`config.mk`:
```
export PLATFORM = sky130hd
export DESIGN_NAME = exception_sequencer
export DESIGN_NICKNAME = d
export VERILOG_FILES = /design/src/rtl/exception_sequencer.sv
export SDC_FILE = /design/constraint.sdc
export NUM_CORES = 1
export LEC_CHECK = 0
export BUFFER_PORTS_ARGS = -buffer_cell sky130_fd_sc_hd__clkbuf_2
export CAP_MARGIN = 5
export CORE_MARGIN = 1.5
export CORE_UTILIZATION = 44
export CTS_BUF_LIST = sky130_fd_sc_hd__clkbuf_8
export DETAILED_ROUTE_END_ITERATION = 10
export PLACE_DENSITY_LB_ADDON = 0.12
export SLEW_MARGIN = 30
export SYNTH_ARGS = -nofsm -noshare
export SYNTH_HDL_FRONTEND = slang
export SYNTH_SLANG_ARGS = --single-unit
export TNS_END_PERCENT = 1
```
`constraint.sdc`:
```
create_clock -name clk -period 1.55 [get_ports clk]
set_input_delay 0.31 -clock clk [delete_from_list [all_inputs] [get_ports clk]]
set_output_delay 0.31 -clock clk [all_outputs]
set_load 0.005 [all_outputs]
```
`src/rtl/exception_sequencer.sv`:
```
// Precise exception / ERET sequencer: prioritises exception sources, latches the
// winning cause and drives the hold/flush/commit/redirect sequence towards CP0 and fetch.
module exception_sequencer #(
  parameter logic [31:0] EXC_VECTOR    = 32'h8000_0180,
  parameter logic [31:0] REFILL_VECTOR = 32'h8000_0000,
  parameter int unsigned FLUSH_CYCLES  = 2
) (
  input  logic        clk,
  input  logic        reset,
  input  logic        cpu_pause_i,
  input  logic        exc_addr_error_i,
  input  logic        exc_tlb_refill_i,
  input  logic        exc_tlb_invalid_i,
  input  logic        exc_tlb_mod_i,
  input  logic        exc_syscall_i,
  input  logic        exc_rw_i,
  input  logic [31:0] exc_pc_i,
  input  logic [31:0] bad_vaddr_i,
  input  logic [5:0]  int_pending_i,
  input  logic        status_ie_i,
  input  logic        status_exl_i,
  input  logic        instr_eret_i,
  input  logic [31:0] epc_i,
  output logic        pipe_hold_o,
  output logic        flush_o,
  output logic        cp0_commit_o,
  output logic [4:0]  cp0_exc_code_o,
  output logic [31:0] cp0_epc_o,
  output logic        cp0_epc_wen_o,
  output logic        cp0_badvaddr_wen_o,
  output logic [31:0] cp0_badvaddr_o,
  output logic        cp0_exl_set_o,
  output logic        cp0_exl_clr_o,
  output logic        pc_redirect_o,
  output logic [31:0] pc_target_o
);

  typedef enum logic [2:0] {
    ST_IDLE     = 3'd0,
    ST_COMMIT   = 3'd1,
    ST_FLUSH    = 3'd2,
    ST_REDIRECT = 3'd3,
    ST_ERET     = 3'd4
  } state_t;

  localparam logic [3:0] FLUSH_LOAD = 4'(FLUSH_CYCLES - 32'd1);

  state_t      state_r, state_s;
  logic [3:0]  cnt_r, cnt_s;
  logic [4:0]  code_r, code_s;
  logic [31:0] epc_r, epc_s;
  logic [31:0] badv_r, badv_s;
  logic        exl_r, exl_s;
  logic        refill_r, refill_s;
  logic        badv_cause_r, badv_cause_s;

  logic        int_req_s, any_req_s, req_badv_s;
  logic [4:0]  req_code_s;

  logic        hold_s, flush_s, commit_s, epc_wen_s, badv_wen_s;
  logic        exl_set_s, exl_clr_s, redirect_s;
  logic [31:0] target_s;
  logic        hold_r, flush_r, commit_r, epc_wen_r, badv_wen_r;
  logic        exl_set_r, exl_clr_r, redirect_r;
  logic [31:0] target_r;

  // Qualify interrupts and encode the highest-priority pending cause.
  always_comb begin
    int_req_s  = (|int_pending_i) & status_ie_i & ~status_exl_i;
    any_req_s  = exc_addr_error_i | exc_tlb_refill_i | exc_tlb_invalid_i |
                 exc_tlb_mod_i | exc_syscall_i | int_req_s;
    req_code_s = 5'd0;
    req_badv_s = 1'b0;
    if (exc_addr_error_i) begin
      req_code_s = exc_rw_i ? 5'd5 : 5'd4;
      req_badv_s = 1'b1;
    end else if (exc_tlb_refill_i | exc_tlb_invalid_i) begin
      req_code_s = exc_rw_i ? 5'd3 : 5'd2;
      req_badv_s = 1'b1;
    end else if (exc_tlb_mod_i) begin
      req_code_s = 5'd1;
      req_badv_s = 1'b1;
    end else if (exc_syscall_i) begin
      req_code_s = 5'd8;
      req_badv_s = 1'b0;
    end else begin
      req_code_s = 5'd0;
      req_badv_s = 1'b0;
    end
  end

  // Next state, flush counter and cause latches.
  always_comb begin
    state_s      = state_r;
    cnt_s        = cnt_r;
    code_s       = code_r;
    epc_s        = epc_r;
    badv_s       = badv_r;
    exl_s        = exl_r;
    refill_s     = refill_r;
    badv_cause_s = badv_cause_r;
    case (state_r)
      ST_IDLE: begin
        if (any_req_s) begin
          state_s      = ST_COMMIT;
          code_s       = req_code_s;
          epc_s        = exc_pc_i;
          badv_s       = bad_vaddr_i;
          exl_s        = status_exl_i;
          // refill only steers the vector when it is the winning cause
          refill_s     = exc_tlb_refill_i & ~exc_addr_error_i;
          badv_cause_s = req_badv_s;
        end else if (instr_eret_i) begin
          state_s = ST_ERET;
        end else begin
          state_s = ST_IDLE;
        end
      end
      ST_COMMIT: begin
        state_s = ST_FLUSH;
        cnt_s   = FLUSH_LOAD;
      end
      ST_FLUSH: begin
        if (cnt_r == 4'd0) begin
          state_s = ST_REDIRECT;
        end else begin
          cnt_s = cnt_r - 4'd1;
        end
      end
      ST_REDIRECT: state_s = ST_IDLE;
      ST_ERET:     state_s = ST_IDLE;
      default:     state_s = ST_IDLE;
    endcase
  end

  // Output decode from the upcoming state so the strobes come straight from flops.
  always_comb begin
    hold_s     = 1'b0;
    flush_s    = 1'b0;
    commit_s   = 1'b0;
    epc_wen_s  = 1'b0;
    badv_wen_s = 1'b0;
    exl_set_s  = 1'b0;
    exl_clr_s  = 1'b0;
    redirect_s = 1'b0;
    target_s   = 32'h0000_0000;
    case (state_s)
      ST_COMMIT: begin
        hold_s     = 1'b1;
        flush_s    = 1'b1;
        commit_s   = 1'b1;
        exl_set_s  = 1'b1;
        epc_wen_s  = ~exl_s;
        badv_wen_s = badv_cause_s;
      end
      ST_FLUSH: begin
        hold_s  = 1'b1;
        flush_s = 1'b1;
      end
      ST_REDIRECT: begin
        hold_s     = 1'b1;
        redirect_s = 1'b1;
        target_s   = (refill_s & ~exl_s) ? REFILL_VECTOR : EXC_VECTOR;
      end
      ST_ERET: begin
        hold_s     = 1'b1;
        flush_s    = 1'b1;
        exl_clr_s  = 1'b1;
        redirect_s = 1'b1;
        target_s   = epc_i;
      end
      ST_IDLE: hold_s = 1'b0;
      default: hold_s = 1'b0;
    endcase
  end

  // State, latches and output registers; a pause freezes everything.
  always_ff @(posedge clk or negedge reset) begin
    if (!reset) begin
      state_r      <= ST_IDLE;
      cnt_r        <= 4'd0;
      code_r       <= 5'd0;
      epc_r        <= 32'h0000_0000;
      badv_r       <= 32'h0000_0000;
      exl_r        <= 1'b0;
      refill_r     <= 1'b0;
      badv_cause_r <= 1'b0;
      hold_r       <= 1'b0;
      flush_r      <= 1'b0;
      commit_r     <= 1'b0;
      epc_wen_r    <= 1'b0;
      badv_wen_r   <= 1'b0;
      exl_set_r    <= 1'b0;
      exl_clr_r    <= 1'b0;
      redirect_r   <= 1'b0;
      target_r     <= 32'h0000_0000;
    end else if (!cpu_pause_i) begin
      state_r      <= state_s;
      cnt_r        <= cnt_s;
      code_r       <= code_s;
      epc_r        <= epc_s;
      badv_r       <= badv_s;
      exl_r        <= exl_s;
      refill_r     <= refill_s;
      badv_cause_r <= badv_cause_s;
      hold_r       <= hold_s;
      flush_r      <= flush_s;
      commit_r     <= commit_s;
      epc_wen_r    <= epc_wen_s;
      badv_wen_r   <= badv_wen_s;
      exl_set_r    <= exl_set_s;
      exl_clr_r    <= exl_clr_s;
      redirect_r   <= redirect_s;
      target_r     <= target_s;
    end
  end

  assign pipe_hold_o        = hold_r;
  assign flush_o            = flush_r;
  assign cp0_commit_o       = commit_r;
  assign cp0_exc_code_o     = code_r;
  assign cp0_epc_o          = epc_r;
  assign cp0_epc_wen_o      = epc_wen_r;
  assign cp0_badvaddr_wen_o = badv_wen_r;
  assign cp0_badvaddr_o     = badv_r;
  assign cp0_exl_set_o      = exl_set_r;
  assign cp0_exl_clr_o      = exl_clr_r;
  assign pc_redirect_o      = redirect_r;
  assign pc_target_o        = target_r;

endmodule
```
==> metrics.csv <==
metric,value,unit
failed_checks,negative setup slack,
grt_overflow,0,
multi_input_area,1859,um2
synth_seq_cells,116,
worstSetupPathType,reg -> reg,
netlist_area,4871,um2
drv_slew,0,
r2r_start,cnt_r[0],
regArea,2903,um2
use_met1,26.98,%
r2r_end,cnt_r[1],
busiest_layer,met2,
syn_avg_cell_area,9.020,um2
end_kind,register,
worst_pin_slew,0.5379,ns
cp.arrival,2.03,ns
gp_congestion,0.8031,
met3_usage,8.198,%
min_path_type,in -> reg,
r2r_cells,7,
synthArstFlopShare,100.0,%
routed_wl,13.24,mm
vias_per_cell,4.732,
area_growth,46.62,%
firstDrtPassIters,4,
irDropWorstVdd,0.7715,mV
drive_above_1_share,40.81,%
insertion_delay,0.42,ns
cts_tree,yes,
nNetsFinal,919,
diodes,0,
ys_seq_area_share,59.59,%
die_y,108.2,um
cts.path.max_buffers,2,
design_area,7142,um2
dp_hpwl,9.418,mm
ant_nets,0,
cp-start-kind,register,
synth.distinct_cells,46,
use_met2,37.84,%
ys_warn_count,0,
setup_viol,73,
num_rows,38,
fillers,900,
hold_path_end,cp0_epc_o[25],
period_minus_slack,1.722,ns
relSlewSlack,64.14,%
total_power,12.32,mW
placed_cell_area,6371,um2
dieArea,11710,um2
drtIter0Drc,244,
cts-htree-levels,4,
rsz0062_at_grt,true,
port_buffers,221,
grt_pass1_vias,4358,
power.density,1725,nW/um2
synth-main-ff-cell,dfrtp_1,
cts.clk_slew.worst_paths,0.07,ns
synth_cells,540,
grt_max_degree,66,
max_cap_violations,0,
routedWlPerCell,13.85,um
worstHoldPathCells,3,
die_x,108.2,um
required,1.85,ns
clock-skew-final,0.007414,ns
cts_sinks,116,
core_area,10790,um2
root_buffer,clkbuf_8,
start_util,45.13,%
final_common_cell,nand2_1,
track_usage,22.77,%
rrSetupSlack,-0.17,ns
hold_start,exc_pc_i[25],
cts_buffers,17,
grt_pass1_wl,20.47,mm
whs,0.07084,ns
post-place-ws,-0.3195,ns
setup_slack,-0.1722,ns
synth_nets,656,
layout_common_cells,"nand2_1 (278), clkbuf_2 (220), dfrtp_1 (116)",
vias,4524,
timing.fmax,580.7,MHz
crit_fanout,2,
route.detailed.drc,0,
period_share,111.1,%
synth-edff-count,0,
finalHoldViolations,0,
p_leak,3.881,nW
outcome,"complete, but fails checks",
tns,-5.501,ns
antenna_found_initial,0,
io_pins,223,
==> logic make-up (layout without fill, tap and decap cells) <==
| logic type | Yosys count | after routing | share of synthesized area [%] |
|---|---|---|---|
| AOI/OAI and AO/OA | 67 | 67 | 8.631 |
| xor gates and xnor gates | 3 | 3 | 0.5395 |
| adders and majority gates | 2 | 2 | 0.5137 |
| buffers and inverters | 38 | 314 | 4.572 |
| DFF | 116 | 116 | 59.59 |
| muxes | 1 | 1 | 0.2055 |
| other | 1 | 1 | 0.07699 |
| and+or+nand+nor | 312 | 312 | 25.87 |
==> metrics by stage <==
step / util, % / std cells
after global placement: 59.03 / 910
after floorplan: - / 540
after CTS: 64.89 / 952
after detailed placement: 59.03 / 910
final: 66.17 / 956
after global routing: 66.17 / 956
==> power breakdown <==
| part | switching [mW] | internal [mW] | leakage (nW) |
|---|---|---|---|
| sequential | 0.595 | 4.04 | 1.49 |
| clock | 1.24 | 2.32 | 0.252 |
| combinational | 2.14 | 1.98 | 2.14 |
==> cell usage after synthesis, drive strengths merged, types with 2 or more instances <==
master | instances | area (um2)
nand2 | 280 | 1054
dfrtp | 116 | 2903
o21ai | 41 | 205.2
buf | 20 | 155.1
nor2 | 13 | 56.30
clkbuf | 10 | 37.54
a21oi | 8 | 40.04
inv | 7 | 26.28
nor3 | 6 | 46.30
o31ai | 4 | 35.03
nand3 | 3 | 15.01
nor4 | 3 | 33.78
o211ai | 3 | 27.52
a211oi | 2 | 25.02
a21boi | 2 | 15.02
a221oi | 2 | 30.03
ha | 2 | 25.02
or4 | 2 | 18.77
xor2 | 2 | 17.52
==> critical path: stages, from the launching register on <==
cell,delay [ns]
dfrtp_1,0.39
inv_2,0.10
ha_4,0.15
nand4bb_4,0.14
o31ai_4,0.26
nor2_2,0.07
and2_4,0.15
a221o_1,0.34
==> routing by layer <==
| layer | wire length (um) | up-vias |
|---|---|---|
| met5 | 0 | - |
| met4 | 195 | 0 |
| met3 | 1183 | 19 |
| met2 | 6497 | 173 |
| met1 | 5365 | 2087 |
| li1 | - | 2245 |
==> worst max path at each step <==
stage	start	end	slack [ns]	cells after the start
detailed placement	int_pending_i[1]	pc_target_o[7]	-0.32	6
finish	cnt_r[0]	cnt_r[1]	-0.17	7
floorplan	cnt_r[0]	cnt_r[1]	-0.17	7
global placement	int_pending_i[1]	pc_target_o[8]	-0.29	6
global route	cnt_r[0]	cnt_r[1]	-0.24	7
CTS	cnt_r[0]	cnt_r[1]	-0.23	7
==> final cells by class <==
class / count / share of cell area (%)
clock inverter: 13 / 3.539
inverter: 8 / 0.4205
clock buffer: 19 / 3.662
tap: 140 / 2.453
timing repair buffer: 274 / 23.25
multi-input combinational: 386 / 26.03
sequential: 116 / 40.64
==> state kept, by name (all words and copies together) (netlist names) <==
| register | cells |
|---|---|
| cp0_exl_set_o | 1 |
| pc_redirect_o | 1 |
| flush_o | 1 |
| pc_target_o | 32 |
| cp0_epc_o | 32 |
| cp0_epc_wen_o | 1 |
| exl_r | 1 |
| refill_r | 1 |
| cp0_exl_clr_o | 1 |
| pipe_hold_o | 1 |
| state_r | 3 |
| cnt_r | 4 |
| cp0_badvaddr_o | 32 |
| cp0_exc_code_o | 4 |
| cp0_badvaddr_wen_o | 1 |
==> repair_timing <==
item | CTS | global route
pin swaps | 8 | 10
hold buffers | 1 | 0
gates cloned | 0 | 1
hold endpoints to repair | 116 | 0
setup buffers | 9 | 5
gates resized for setup | 14 | 20
endpoints found under the setup margin | 94 | 110
(Power assumes the default switching activity.)
